### config.mk
export PLATFORM = sky130hd
export DESIGN_NAME = msm_window_feeder
export DESIGN_NICKNAME = d
export VERILOG_FILES = /design/src/rtl/msm_window_feeder.sv
export SDC_FILE = /design/constraint.sdc
export NUM_CORES = 1
export LEC_CHECK = 0
export CAP_MARGIN = 20
export CORE_UTILIZATION = 53
export CTS_CLUSTER_DIAMETER = 60
export CTS_CLUSTER_SIZE = 24
export DETAILED_ROUTE_END_ITERATION = 7
export HOLD_SLACK_MARGIN = 0.06
export PLACE_DENSITY = 0.86
export SLEW_MARGIN = 20
export SYNTH_ARGS = -nofsm -noshare
export SYNTH_HDL_FRONTEND = slang
export SYNTH_SLANG_ARGS = --single-unit
### constraint.sdc
create_clock -name clk -period 32.3 [get_ports clk]
set_input_delay 9.69 -clock clk [delete_from_list [all_inputs] [get_ports clk]]
set_output_delay 9.69 -clock clk [all_outputs]
set_load 0.005 [all_outputs]
### src/rtl/msm_window_feeder.sv
// Window-digit feeder for the MSM bucket stage: extracts one scalar window digit per
// input pair and packs two (digit, point) pairs into each output beat.
module msm_window_feeder #(
    parameter int SCALAR_WIDTH = 32,
    parameter int POINT_WIDTH  = 96,
    parameter int INDEX_WIDTH  = 4,
    parameter int WSEL_WIDTH   = 3,
    parameter int COUNT_WIDTH  = 16
) (
    input  logic                    clk,
    input  logic                    rst,
    input  logic                    start,
    input  logic [COUNT_WIDTH-1:0]  num_pairs,
    input  logic [WSEL_WIDTH-1:0]   window_sel,
    input  logic                    in_valid,
    output logic                    in_ready,
    input  logic [SCALAR_WIDTH-1:0] in_scalar,
    input  logic [POINT_WIDTH-1:0]  in_point,
    input  logic                    stall,
    output logic                    out_valid,
    output logic [INDEX_WIDTH-1:0]  scalar_label_1,
    output logic [INDEX_WIDTH-1:0]  scalar_label_2,
    output logic [POINT_WIDTH-1:0]  points_label_1,
    output logic [POINT_WIDTH-1:0]  points_label_2,
    output logic                    lane_valid_1,
    output logic                    lane_valid_2,
    output logic                    write_over,
    output logic                    done,
    output logic                    busy,
    output logic [2:0]              dbg_state
);

    typedef enum logic [2:0] {
        S_IDLE  = 3'd0,
        S_RUN   = 3'd1,
        S_FLUSH = 3'd2,
        S_DRAIN = 3'd3,
        S_FIN   = 3'd4
    } state_t;

    state_t r_state;
    state_t w_next_state;

    logic [COUNT_WIDTH-1:0]  r_remaining;
    logic [WSEL_WIDTH-1:0]   r_wsel;
    logic                    r_hold_full;
    logic [INDEX_WIDTH-1:0]  r_hold_digit;
    logic [POINT_WIDTH-1:0]  r_hold_point;

    logic                    r_out_valid;
    logic [INDEX_WIDTH-1:0]  r_lab1;
    logic [INDEX_WIDTH-1:0]  r_lab2;
    logic [POINT_WIDTH-1:0]  r_pt1;
    logic [POINT_WIDTH-1:0]  r_pt2;
    logic                    r_lv1;
    logic                    r_lv2;

    logic [SCALAR_WIDTH-1:0] w_scalar_sh;
    logic [INDEX_WIDTH-1:0]  w_digit;
    logic                    w_slot_free;
    logic                    w_in_ready;
    logic                    w_accept;
    logic                    w_pair_beat;
    logic                    w_pair_load;
    logic                    w_flush_load;
    logic                    w_load;
    logic                    w_l1_valid;
    logic                    w_l2_valid;

    assign w_scalar_sh = in_scalar >> (r_wsel * INDEX_WIDTH);
    assign w_digit     = w_scalar_sh[INDEX_WIDTH-1:0];
    assign w_slot_free = !r_out_valid || !stall;

    // The hold slot can always take a pair; completing a pair needs room in the output register.
    assign w_in_ready  = (r_state == S_RUN) && (r_remaining != '0) && (!r_hold_full || w_slot_free);
    assign w_accept    = in_valid && w_in_ready;

    assign w_pair_beat  = w_accept && r_hold_full;
    assign w_pair_load  = w_pair_beat && ((r_hold_digit != '0) || (w_digit != '0));
    assign w_flush_load = (r_state == S_FLUSH) && w_slot_free && (r_hold_digit != '0);
    assign w_load       = w_pair_load || w_flush_load;
    assign w_l1_valid   = (r_hold_digit != '0);
    assign w_l2_valid   = w_pair_beat && (w_digit != '0);

    always_comb begin
        w_next_state = r_state;
        case (r_state)
            S_IDLE: begin
                if (start) begin
                    w_next_state = (num_pairs == '0) ? S_FIN : S_RUN;
                end
            end
            S_RUN: begin
                if (r_remaining == '0) begin
                    w_next_state = r_hold_full ? S_FLUSH : S_DRAIN;
                end
            end
            S_FLUSH: begin
                if (w_slot_free) begin
                    w_next_state = S_DRAIN;
                end
            end
            S_DRAIN: begin
                if (!r_out_valid) begin
                    w_next_state = S_FIN;
                end
            end
            S_FIN:   w_next_state = S_IDLE;
            default: w_next_state = S_IDLE;
        endcase
    end

    always_ff @(posedge clk or posedge rst) begin
        if (rst) begin
            r_state <= S_IDLE;
        end else begin
            r_state <= w_next_state;
        end
    end

    always_ff @(posedge clk or posedge rst) begin
        if (rst) begin
            r_remaining  <= '0;
            r_wsel       <= '0;
            r_hold_full  <= 1'b0;
            r_hold_digit <= '0;
            r_hold_point <= '0;
        end else begin
            if ((r_state == S_IDLE) && start) begin
                r_remaining <= num_pairs;
                r_wsel      <= window_sel;
                r_hold_full <= 1'b0;
            end
            if (w_accept) begin
                r_remaining <= r_remaining - 1'b1;
                if (r_hold_full) begin
                    r_hold_full <= 1'b0;
                end else begin
                    r_hold_full  <= 1'b1;
                    r_hold_digit <= w_digit;
                    r_hold_point <= in_point;
                end
            end
            if ((r_state == S_FLUSH) && w_slot_free) begin
                r_hold_full <= 1'b0;
            end
        end
    end

    // Loading only happens when the slot is free, so a stalled beat is never overwritten.
    always_ff @(posedge clk or posedge rst) begin
        if (rst) begin
            r_out_valid <= 1'b0;
            r_lab1      <= '0;
            r_lab2      <= '0;
            r_pt1       <= '0;
            r_pt2       <= '0;
            r_lv1       <= 1'b0;
            r_lv2       <= 1'b0;
        end else if (w_load) begin
            r_out_valid <= 1'b1;
            r_lv1       <= w_l1_valid;
            r_lv2       <= w_l2_valid;
            r_lab1      <= w_l1_valid ? r_hold_digit : '0;
            r_pt1       <= w_l1_valid ? r_hold_point : '0;
            r_lab2      <= w_l2_valid ? w_digit : '0;
            r_pt2       <= w_l2_valid ? in_point : '0;
        end else if (r_out_valid && !stall) begin
            r_out_valid <= 1'b0;
        end
    end

    assign in_ready       = w_in_ready;
    assign out_valid      = r_out_valid;
    assign scalar_label_1 = r_lab1;
    assign scalar_label_2 = r_lab2;
    assign points_label_1 = r_pt1;
    assign points_label_2 = r_pt2;
    assign lane_valid_1   = r_lv1;
    assign lane_valid_2   = r_lv2;
    assign write_over     = (r_state == S_FIN);
    assign done           = (r_state == S_FIN);
    assign busy           = (r_state != S_IDLE);
    assign dbg_state      = r_state;

endmodule
==> run metrics <==
result of the run finished, final reports clean; max-slew violation count 0; total DRC errors in the routed layout 0; IR Drop Worst-Case VDD 53.22 uV; Pwr per Cell Area 95.36 nW/um2; standard-cell row count 58; crit path DAT 11.02 ns; maximum clock skew at final layout 0.01623 ns; area share of xor/xnor cells in the synthesized design 0%; total power 1.747 mW; worst stage delay on the critical path 0.52 ns; DIE WIDTH 162.8 um; most repeated library cell on the critical path clkdlybuf4s50_1; average footprint of a synthesized cell 11.98 um2; drt total wl 35.35 mm; Gate Count Post-Synth 1143; Max FO, Critical Path 4; Tcrit/Tclk final 64.13%; setup slack at placement 11.59 ns; maximum number of pins on one net before global-route repair 96; hold-critical path endpoint points_label_1[89]; count of warnings emitted by yosys 0; CTS clk-pin slew, worst paths 0.08 ns; Post-synth ARST share 100.0%; HPWL after DPL 23.57 mm; Worst R2R Setup Slack 27.65 ns; Pre-antenna DRT Iters 5; setup repair after global routing missed its margin false; number of filler instances in the final layout 1705; Post-CTS Hold Fix Bufs 0; crit-path cells clkdlybuf4s50_1 -> nand3_1 -> and3_1 -> clkdlybuf4s50_1; cell type with the largest total area after synthesis dfrtp_1; source of the worst hold timing path r_hold_point[89]; mux share of post-synthesis cell area 16.85%; CTS tree built; class of the worst hold path register to register; number of cell instances on the worst register-to-register path 7; number of violations reported at the end of detailed-routing iteration 0 812; combinational family with the most area after synthesis multiplexers; P_leak 8.588 nW; list of most frequent post-synthesis cells 326 x dfrtp_1, 224 x nand2_1, 104 x inv_1, 101 x mux2_2, 99 x mux2i_1; time the final worst path needs with I/O delays and setup 20.71 ns; via count of the first global-routing pass 10200; number of clock sinks seen by CTS 326; cell types with the largest area share after synthesis dfrtp_1 60%, mux2_2 8.3%, mux2i_1 7.2%; cell depth of the worst min-delay path 1; count of antenna-violating nets left after detailed routing 0; startpoint kind of the worst setup timing path input pin; final critical-path setup slack 11.59 ns; transition time of the tightest slew-check pin 1.062 ns; number of hold-slack violations in the final timing report 0; max frequency 48.28 MHz; reg-to-reg endpoint points_label_1[36]; Clock Root Buffer clkbuf_16; max cap viols 0; sequential cell area fraction in the yosys report 59.56%; post-synthesis compound-gate area fraction 8.952%; post-synthesis to final-layout area growth 33.78%; gp weighted congestion 0.8884; final-report setup violation count 0; Remaining Overflow, GRT 0; number of buffers inserted by post-CTS setup repair 0; antenna violations before repair 1; number of enable-type register cells in the synthesized netlist 0; area of the placeable core 25250 um2; Clk Latency, worst-skew pair 0.53 ns; top-area cell type share of the netlist area 59.56%; Syn Nets 1297; setup TNS 0 ns; launch instance of the worst register-to-register path r_remaining[2]; Initial Utilization 54.24%; fin area 18320 um2; leading cell type by number of instances after synthesis dfrtp_1; total global routing track utilization 26.84%; via density per instance 5.549; net count of the finished layout 1620; Cell Area, Synth 13700 um2; via total after detailed routing 10060; wire length of the first global-routing pass 56.06 mm; flop and latch count out of synthesis 326; Synth Area in Adders 0.1827%; deepest level of the CTS H-tree 1; placed cell areas 17480 um2; number of buffers on the longest clock path 3; die area 26490 um2; slew margin rel. 28.56%; dominant register cell in the synthesized netlist dfrtp_1; count of unique library cells instantiated by Yosys 47; PostCTS Resize Cnt 0; endpoint kind of the worst setup timing path output port; clock buffer count from CTS 23; IO Port Bufs 361; vertical die dimension 162.8 um; Crit-path slowest cell clkdlybuf4s50_1; simple-gate share of the synthesized area 8.870%; Routed WL per cell 19.51 um; layout cell share with drive strength beyond 1 11.48%; # IOs 362; Critical Setup Path Class input pin to output port; Worst EP required 22.61 ns
kinds of logic (layout without fill, tap and decap cells):
group / after synthesis / in the layout
simple gates: 285 / 285
compound gates: 144 / 144
flops: 326 / 326
buf+inv: 178 / 516
mux: 208 / 208
fa+ha+maj: 2 / 2
other cells: 0 / 1
metrics by stage:
step | util [%] | std cells | hold WS (ns)
final | 72.56 | 1812 | 0.4796
after floorplan | - | 1143 | 0.4523
after global routing | 72.56 | 1812 | 0.4999
after global placement | 69.23 | 1771 | 0.4574
after detailed placement | 69.23 | 1771 | 0.4655
after CTS | 72.53 | 1811 | 0.4820
where the power goes:
group	total, mW	switching [mW]	internal [mW]	leakage (nW)
Clock	0.318	0.159	0.159	0.403
Combinational	0.729	0.331	0.399	4.12
Sequential	0.700	0.112	0.587	4.07
state kept, by name, summed over array words and instances (netlist names):
signal	count
r_hold_point	96
points_label_1	96
points_label_2	96
dbg_state	3
lane_valid_1	1
r_hold_full	1
lane_valid_2	1
scalar_label_2	4
out_valid	1
scalar_label_1	4
r_remaining	16
r_hold_digit	4
r_wsel	3
placed cells by master, fill, tap and decap left out, types with 4 or more instances in the layout:
cell type        netlist  layout
mux4_2                 8       8
nand3_1                9       9
buf_4                  2      10
o311ai_0               4       4
o211ai_1               5       5
nor4_1                 8       8
a32o_1                 5       5
a21oi_1                9       8
nor3_1                 9       8
clkinv_8               0       6
dfrtp_1              326     326
nand2_1              224     224
mux2_2               101     101
clkbuf_16              0      23
a221o_1                7       7
inv_1                104     103
clkdlybuf4s50_1        0     361
and3_1                 4       4
nor2_1                10      10
o2bb2ai_1             98      98
nand4_1                5       5
inv_6                  0       4
and2_1                 4       4
mux2i_1               99      99
layer usage:
metal	GRT usage [%]	wire [um]	vias up
met3	6.672	2867	75
met2	43.52	17030	369
met4	8.581	1060	0
met1	35.49	14390	5046
met5	0	0	-
li1	-	-	4565
worst max-delay path by stage:
stage	startpoint	end	slack, ns	cells past startpoint
floorplan	stall	in_ready	12.63	2
global route	stall	in_ready	11.54	4
global placement	stall	in_ready	11.60	4
finish	stall	in_ready	11.59	4
CTS	stall	in_ready	11.59	4
detailed placement	stall	in_ready	11.59	4
layout make-up:
| cell class | count | area, um2 | area share, % |
|---|---|---|---|
| clock inverters | 16 | 245.2 | 1.338 |
| well taps | 330 | 412.9 | 2.253 |
| flip-flops and latches | 326 | 8158 | 44.52 |
| inverters | 104 | 397.9 | 2.171 |
| repair buffers | 372 | 3700 | 20.19 |
| clock buffers | 24 | 589.3 | 3.216 |
| multi-input cells | 639 | 4818 | 26.30 |
| diodes | 1 | 2.502 | 0.01366 |
critical path: cells and delay by family:
family                 cells  cell delay, ns
buffers and inverters      2            0.96
and+or+nand+nor            2            0.37
(Power assumes the default switching activity.)
